`config.mk`:
```
export PLATFORM = sky130hd
export DESIGN_NAME = counter_sequencer
export DESIGN_NICKNAME = d
export VERILOG_FILES = /design/src/rtl/counter_sequencer_pkg.sv /design/src/rtl/updown_count_core.sv /design/src/rtl/counter_sequencer.sv
export SDC_FILE = /design/constraint.sdc
export NUM_CORES = 1
export LEC_CHECK = 0
export CAP_MARGIN = 40
export CORE_AREA = 2 2 51 53
export CTS_BUF_LIST = sky130_fd_sc_hd__clkbuf_16
export DETAILED_ROUTE_END_ITERATION = 7
export DIE_AREA = 0 0 53 55
export GPL_TIMING_DRIVEN = 0
export RECOVER_POWER = 50
export SETUP_SLACK_MARGIN = 0.4
export SYNTH_ARGS = -nofsm -noshare
export SYNTH_HDL_FRONTEND = slang
export SYNTH_SLANG_ARGS = --single-unit
export TNS_END_PERCENT = 50
```
`constraint.sdc`:
```
create_clock -name clk -period 2.2 [get_ports clk]
set_input_delay 0.44 -clock clk [delete_from_list [all_inputs] [get_ports clk]]
set_output_delay 0.44 -clock clk [all_outputs]
set_load 0.1 [all_outputs]
```
`src/rtl/counter_sequencer_pkg.sv`:
```
// Shared definitions for the counter sequencer: FSM state encoding,
// command opcodes and the default counter width.
package counter_sequencer_pkg;

    localparam int DEFAULT_WIDTH = 4;

    typedef enum logic [1:0] {
        ST_IDLE = 2'd0,
        ST_RUN  = 2'd1,
        ST_DONE = 2'd2
    } state_t;

    localparam logic [1:0] OP_UP   = 2'b00;
    localparam logic [1:0] OP_DOWN = 2'b01;
    localparam logic [1:0] OP_LOAD = 2'b10;
    localparam logic [1:0] OP_NOP  = 2'b11;

    // Only up/down commands spend cycles in RUN; everything else completes at once.
    function automatic logic is_step_op(input logic [1:0] op);
        return (op == OP_UP) || (op == OP_DOWN);
    endfunction

endpackage

```
`src/rtl/updown_count_core.sv`:
```
// Up/down counter datapath with parallel load and wrap-or-saturate stepping.
// o_sat_hit flags a step that was swallowed at a boundary in saturate mode.
module updown_count_core
    import counter_sequencer_pkg::*;
#(
    parameter int WIDTH = DEFAULT_WIDTH
) (
    input  logic             i_clk,
    input  logic             i_rst_n,
    input  logic             i_load,
    input  logic [WIDTH-1:0] i_load_val,
    input  logic             i_en,
    input  logic             i_up,
    input  logic             i_wrap,
    output logic [WIDTH-1:0] o_count,
    output logic             o_sat_hit
);

    logic [WIDTH-1:0] r_count;
    logic             w_at_max;
    logic             w_at_min;
    logic             w_blocked;

    assign w_at_max  = &r_count;
    assign w_at_min  = ~|r_count;
    assign w_blocked = i_en & ~i_wrap & (i_up ? w_at_max : w_at_min);

    // Wrapping falls out of plain modulo arithmetic; only saturation needs a guard.
    always_ff @(posedge i_clk or negedge i_rst_n) begin
        if (!i_rst_n) begin
            r_count <= '0;
        end else if (i_load) begin
            r_count <= i_load_val;
        end else if (i_en && !w_blocked) begin
            r_count <= i_up ? r_count + 1'b1 : r_count - 1'b1;
        end
    end

    assign o_count   = r_count;
    assign o_sat_hit = w_blocked;

endmodule

```
`src/rtl/counter_sequencer.sv`:
```
// Command-driven counter sequencer: accepts up/down/load/nop commands in IDLE,
// steps the counter once per unpaused RUN cycle and pulses done for one cycle.
module counter_sequencer
    import counter_sequencer_pkg::*;
#(
    parameter int WIDTH = DEFAULT_WIDTH
) (
    input  logic             clk,
    input  logic             rst,
    input  logic             cmd_valid,
    output logic             cmd_ready,
    input  logic [1:0]       cmd_op,
    input  logic [WIDTH-1:0] cmd_len,
    input  logic             cmd_wrap,
    input  logic             pause,
    input  logic             abort,
    output logic [WIDTH-1:0] count,
    output logic             busy,
    output logic             done,
    output logic             sat
);

    state_t           r_state;
    state_t           w_next_state;
    logic [1:0]       r_op;
    logic             r_wrap;
    logic [WIDTH-1:0] r_remaining;
    logic             r_sat;

    logic             w_accept;
    logic             w_step;
    logic             w_last;
    logic             w_sat_hit;

    assign w_accept = cmd_valid & (r_state == ST_IDLE);
    assign w_step   = (r_state == ST_RUN) & ~abort & ~pause;
    assign w_last   = (r_remaining == WIDTH'(1));

    // Abort outranks both pause and completion while a command is active.
    always_comb begin
        w_next_state = r_state;
        case (r_state)
            ST_IDLE: begin
                if (w_accept) begin
                    w_next_state = (is_step_op(cmd_op) && (cmd_len != '0)) ? ST_RUN : ST_DONE;
                end
            end
            ST_RUN: begin
                if (abort) begin
                    w_next_state = ST_IDLE;
                end else if (!pause && w_last) begin
                    w_next_state = ST_DONE;
                end
            end
            ST_DONE: w_next_state = ST_IDLE;
            default: w_next_state = ST_IDLE;
        endcase
    end

    always_ff @(posedge clk or negedge rst) begin
        if (!rst) begin
            r_state     <= ST_IDLE;
            r_op        <= OP_NOP;
            r_wrap      <= 1'b0;
            r_remaining <= '0;
            r_sat       <= 1'b0;
        end else begin
            r_state <= w_next_state;
            if (w_accept) begin
                r_op        <= cmd_op;
                r_wrap      <= cmd_wrap;
                r_remaining <= is_step_op(cmd_op) ? cmd_len : '0;
                r_sat       <= 1'b0;
            end else begin
                if ((r_state == ST_RUN) && abort) begin
                    r_remaining <= '0;
                end else if (w_step) begin
                    r_remaining <= r_remaining - 1'b1;
                end
                if (w_sat_hit) begin
                    r_sat <= 1'b1;
                end
            end
        end
    end

    updown_count_core #(
        .WIDTH (WIDTH)
    ) u_core (
        .i_clk      (clk),
        .i_rst_n    (rst),
        .i_load     (w_accept & (cmd_op == OP_LOAD)),
        .i_load_val (cmd_len),
        .i_en       (w_step),
        .i_up       (r_op == OP_UP),
        .i_wrap     (r_wrap),
        .o_count    (count),
        .o_sat_hit  (w_sat_hit)
    );

    assign cmd_ready = (r_state == ST_IDLE);
    assign busy      = (r_state == ST_RUN);
    assign done      = (r_state == ST_DONE);
    assign sat       = r_sat;

endmodule

```
**After elaboration in Yosys (flattened, before gate mapping)**

Index checks and enable logic that the tools add are counted.

- Memory bits (writable): 0
- Memory bits (read-only): 0
- Output and inout bits: 8
- Bits in registers: 14
- Memories: 0
- Logic and storage cells: 58
- Bits in latches: 0

- Divide/modulo/power cells: 0
- Equality and inequality tests: 7
- Bitwise gates (word level): 9
- Multipliers: 0
- Shift-type cells: 0
- Order comparisons: 0
- Reduce and logical (&&, ||, !) cells: 18
- $add $sub $neg: 3
- Mux-type cells: 15

Operator list:

| cell | number |
|---|---|
| 2-to-1 mux 4 bit | 7 |
| 2-to-1 mux 2 bit | 4 |
| subtractor 4 x 1 -> 4 bit (second input constant) | 2 |
| bitwise AND 1 bit | 6 |
| zero test 2 bit | 3 |
| adder 4 x 1 -> 4 bit (second input constant) | 1 |
| equality test 2 x 1 -> 1 bit (second input constant) | 2 |
| equality test 2 bit (second input constant) | 2 |
| equality test 4 x 1 -> 1 bit (second input constant) | 1 |
| logical AND 1 bit | 4 |
| case mux 2 bit (2 select lines) | 1 |
| AND reduction 4 bit | 1 |
| nonzero test 2 bit | 2 |
| nonzero test 4 bit | 1 |
| OR reduction 4 bit | 1 |
| zero test 1 bit | 3 |
| 2-to-1 mux 1 bit | 3 |
| != test 3 x 2 -> 1 bit (second input constant) | 1 |
| inverter 1 bit | 3 |
| nonzero test 3 bit | 1 |
| != test 2 x 1 -> 1 bit (second input constant) | 1 |
| AND reduction 2 bit | 1 |
| logical OR 1 bit | 1 |

**Longest topological paths before layout**

- Depth after elaboration: 9
- Gate-level depth with buffers: 8
- Mapped depth without buffers: 7

**Hierarchy**

Synthesis repeated with hierarchy kept, for this count alone.

- Cell total of the unflattened synthesis: 98
- Area total of the unflattened synthesis: 979.7 um^2

By module, submodules not included:

| module | seq. area each (um^2) | instances | area each (um^2) | cells each |
|---|---|---|---|---|
| counter_sequencer | 252.7 | 1 | 618.1 | 61 |
| updown_count_core | 100.1 | 1 | 361.6 | 37 |

**Least setup slack after synthesis**

OpenSTA, ideal clock, no wires.

- Path type: register to register
- Start point: reg r_state[1]
- End point: reg u_core.r_count[1] (netlist: u_core.o_count[1])
- Buffers on the path: 2
- Data required time: 2076 ps
- Clock period less this slack: 2674 ps
- Arrival: 2551 ps
- Stages on the path, launching flop included: 7
- Library setup time: 124 ps
- Slack: -474 ps
- Cell sequence: dfrtp_1 nor2_1 and2_1 buf_2 and3b_1 clkbuf_2 o21ai_1

- Elaborated cells on any way between the ends: 12

RTL lines:

| item | RTL line | text |
|---|---|---|
| from (decl) | counter_sequencer.sv:23 | `state_t r_state;` |
| from (signal assigned) | counter_sequencer.sv:68 | `r_state <= w_next_state;` |
| zero test 2 bit * | n/a |  |
| net cmd_ready | counter_sequencer.sv:11 | `output logic cmd_ready,` |
| bitwise AND 1 bit * | counter_sequencer.sv:35 | `assign w_accept = cmd_valid & (r_state == ST_IDLE);` |
| bitwise AND 1 bit * | counter_sequencer.sv:92 | `.i_load (w_accept & (cmd_op == OP_LOAD)),` |
| 2-to-1 mux 4 bit / nonzero test 2 bit (equally long branches) | n/a |  |
| to (signal assigned) | updown_count_core.sv:33 | `r_count <= i_load_val;` |
| to (signal assigned) | updown_count_core.sv:35 | `r_count <= i_up ? r_count + 1'b1 : r_count - 1'b1;` |
| to (decl) | updown_count_core.sv:19 | `logic [WIDTH-1:0] r_count;` |

The timed path passes the listed nets; every way through them passes the cells marked *.
A chain may end at the register's enable or synchronous reset.

**Final worst setup path**

- Start point: reg u_core.r_count[2] (netlist: u_core.o_count[2])
- End point: out count[2]

RTL lines:

| item | RTL line | text |
|---|---|---|
| to (decl) | counter_sequencer.sv:17 | `output logic [WIDTH-1:0] count,` |

No word-level cell between the ends.

==> flow_summary.json <==
{
  "status": "completed",
  "die_area_sq_um": 2915,
  "synth-seq-cells": 14,
  "tightest_slew_ps": 626.5,
  "finalClockSkew_ps": 0.6047,
  "internal-power_mw": 1.316,
  "hpwl_um": 1502,
  "antenna_found_initial": 0,
  "cts_tree": "built",
  "grt_pass1_vias": 775,
  "drt-initial-drc-count": 21,
  "firstDrtPassIters": 4,
  "grt_usage_pct": 16.49,
  "clk_path_buf_depth": 2,
  "crit_required_ps": 1760,
  "critPathMaxStageDelay_ps": 530,
  "reg2reg_depth": 8,
  "critical_path_buf_inv_count": 2,
  "cts_buffers": 3,
  "seq_power_share_pct": 21.2,
  "clkTransAtPathRegs_ps": 50,
  "worst_setup_path_start_kind": "flop",
  "postCtsHoldBufs": 0,
  "viasPerCell": 5.075,
  "ir_drop_mv": 0.9586,
  "path_delay_family": "buffers and inverters",
  "n_antenna_cell": 0,
  "rsz0062_at_grt": "true",
  "crit_chain": "clkdlybuf4s50_1 -> buf_8",
  "num_vias": 812,
  "yosys-top-cells-count": "a21oi_1 (12), dfrtp_1 (12), nor2_1 (10)",
  "cap_violations": 0,
  "setup_slack_ps": 371.4,
  "synth_top_area_cell": "dfrtp_1",
  "synth-main-ff-cell": "dfrtp_1",
  "power_switching_mw": 1.101,
  "htree_num_levels": 1,
  "fp.dieW_um": 53,
  "synth_top_area_share_pct": 33.43,
  "finalPower_mw": 2.417,
  "combPwrFrac_pct": 64.3,
  "root_buffer": "clkbuf_16",
  "period_needed_ps": 1829,
  "async_flop_share_pct": 100.0,
  "drc_errors": 0,
  "drive_above_1_share_pct": 35.38,
  "cts_sinks": 14,
  "finalHoldViolCount": 0,
  "wl_um": 2108,
  "syn_nets": 108,
  "grt_max_degree": 15,
  "clk_latency_ps": 240,
  "yosysWarnings": 0,
  "post-route-period-util_pct": 83.12,
  "postRouteAntennaNets": 0,
  "max_freq_ghz": 0.5469,
  "crit_path_top_delay_cell": "clkdlybuf4s50_1",
  "core_sq_um": 2365,
  "wl_per_cell_um": 13.18,
  "sw_frac_of_total_pct": 45.56,
  "leakage_nw": 0.6636,
  "rows": 18,
  "grt_pass1_wl_um": 3387,
  "io_buffers": 19,
  "hold_ws_ps": 487.1,
  "synthesis.area_sq_um": 898.4,
  "yosysSeqAreaShare_pct": 39.28,
  "place_congestion": 0.7896,
  "fin_nets": 148,
  "synth_area_leaders": "dfrtp_1 (33%), a21oi_1 (6.7%), dfstp_2 (5.8%), ha_1 (5.6%), mux2i_1 (4.5%)",
  "cp.arrival_ps": 1390,
  "synth_edf_count": 0,
  "finalSetupTns_ps": 0,
  "dieHeight_um": 55,
  "cp_max_fo": 5,
  "synth.avg_cell_area_sq_um": 9.872,
  "holdCritPathClass": "flop to flop",
  "start_util_pct": 37.99,
  "path_class": "flop to primary output",
  "setup_violations": 0,
  "pre_cts_slack_ps": 226.0,
  "p_clk_share_pct": 14.5,
  "num_io_pins": 20,
  "areaGrowthSynthToFinish_pct": 64.07,
  "power.density_nw_per_um2": 1640,
  "slew_headroom_pct": 58.09,
  "yosys.cell_types.count": 36,
  "cp_num_cells": 2,
  "overflow": 0,
  "final_max_slew_viol_count": 0,
  "synth_cells": 91,
  "critPathCaptureType": "primary output",
  "holdPathStages": 2
}
what timing repair did:
action / 4_1_cts / 5_1_grt
gates resized for setup: 4 / 14
setup endpoints to repair: 7 / 10
pin swaps: 0 / 2
setup buffers: 4 / 5
layout make-up:
type | count | area [sq um]
Multi-Input combinational cell | 71 | 566.8
Inverter | 3 | 11.26
Clock inverter | 1 | 3.754
Sequential cell | 14 | 359.1
Tap cell | 30 | 37.54
Timing Repair Buffer | 35 | 395.4
Fill cell | 195 | 890.9
Clock buffer | 3 | 75.07
Buffer | 3 | 25.02
registers in the layout (all words and copies together), names as in the netlist:
name	cells
r_wrap	1
u_core.o_count	4
sat	1
r_state	2
r_remaining	4
r_op	2
path summary, 6_finish.rpt:
check / start / endpoint / slack (ps)
setup / recovery: u_core.o_count[2] / count[2] / 370
hold / removal: sat / sat / 490
setup reg to reg: r_op[0] / u_core.o_count[3] / 390
hold reg to reg: sat / sat / 490
max in group asynchronous: rst / u_core.o_count[2] / 1100
min in group asynchronous: rst / r_state[1] / 650
placed cells by master, fill, tap and decap left out, types with 2 or more instances in the layout:
master	netlist	final
o21ai_2	2	2
o21ai_1	3	3
nand2_1	4	4
buf_8	0	3
dfstp_2	2	2
dlymetal6s2s_1	0	2
dlygate4sd2_1	0	2
buf_12	0	5
mux2i_1	4	3
clkbuf_16	0	3
a21oi_1	12	10
nor4_1	2	2
ha_1	4	3
o21ai_0	2	2
a31oi_1	2	2
dfrtp_1	12	7
mux2_2	3	3
xor2_1	3	3
buf_4	0	10
dlygate4sd3_1	0	2
clkdlybuf4s50_1	0	12
dfrtp_2	0	5
a21o_1	2	2
nor2_1	10	9
inv_1	3	4
metal layers:
metal	vias to the layer above	routed length, um	track usage [%]	share of wire, %
li1	405	-	-	-
met1	381	880	18.86	42
met2	24	1142	29.17	54
met3	2	64	3.226	3.0
met4	0	21	8.974	1.0
met5	-	0	0	0
power by group through the flow:
stage	sequential, mW	combinational (mW)	clock, mW
after floorplan	0.767	0.631	0
after global placement	0.529	1.10	0
after detailed placement	0.533	1.31	0
after CTS	0.519	1.37	0.356
after global routing	0.538	1.66	0.369
final	0.513	1.55	0.350
per-stage QoR:
stage	std cells	utilization (%)	cell area [sq um]
final	160	62.33	1474
after global routing	160	62.33	1474
after CTS	156	58.78	1390
after detailed placement	148	53.86	1274
after global placement	140	48.78	1154
after floorplan	91	-	925.9
cell families (layout without fill, tap and decap cells):
logic type,after synthesis,count (layout),synth area share [%]
AO/OA/AOI/OAI,26,26,18.38
XOR/XNOR,3,3,2.925
adder cells (fa/ha/maj),5,5,7.800
multiplexers,7,7,8.217
AND/OR/NAND/NOR,30,30,20.61
flip-flops,14,14,39.28
buffers and inverters,6,45,2.784
worst reg2reg max path: stages, from the launching register on:
cell,delay [ps]
dfstp_2,360
or2_0,220
buf_4,170
ha_4,300
nand3_2,90
and3_1,160
o221ai_2,130
xor2_1,180
o21ai_1,70
Note: power is estimated with default switching activity, not from simulation.
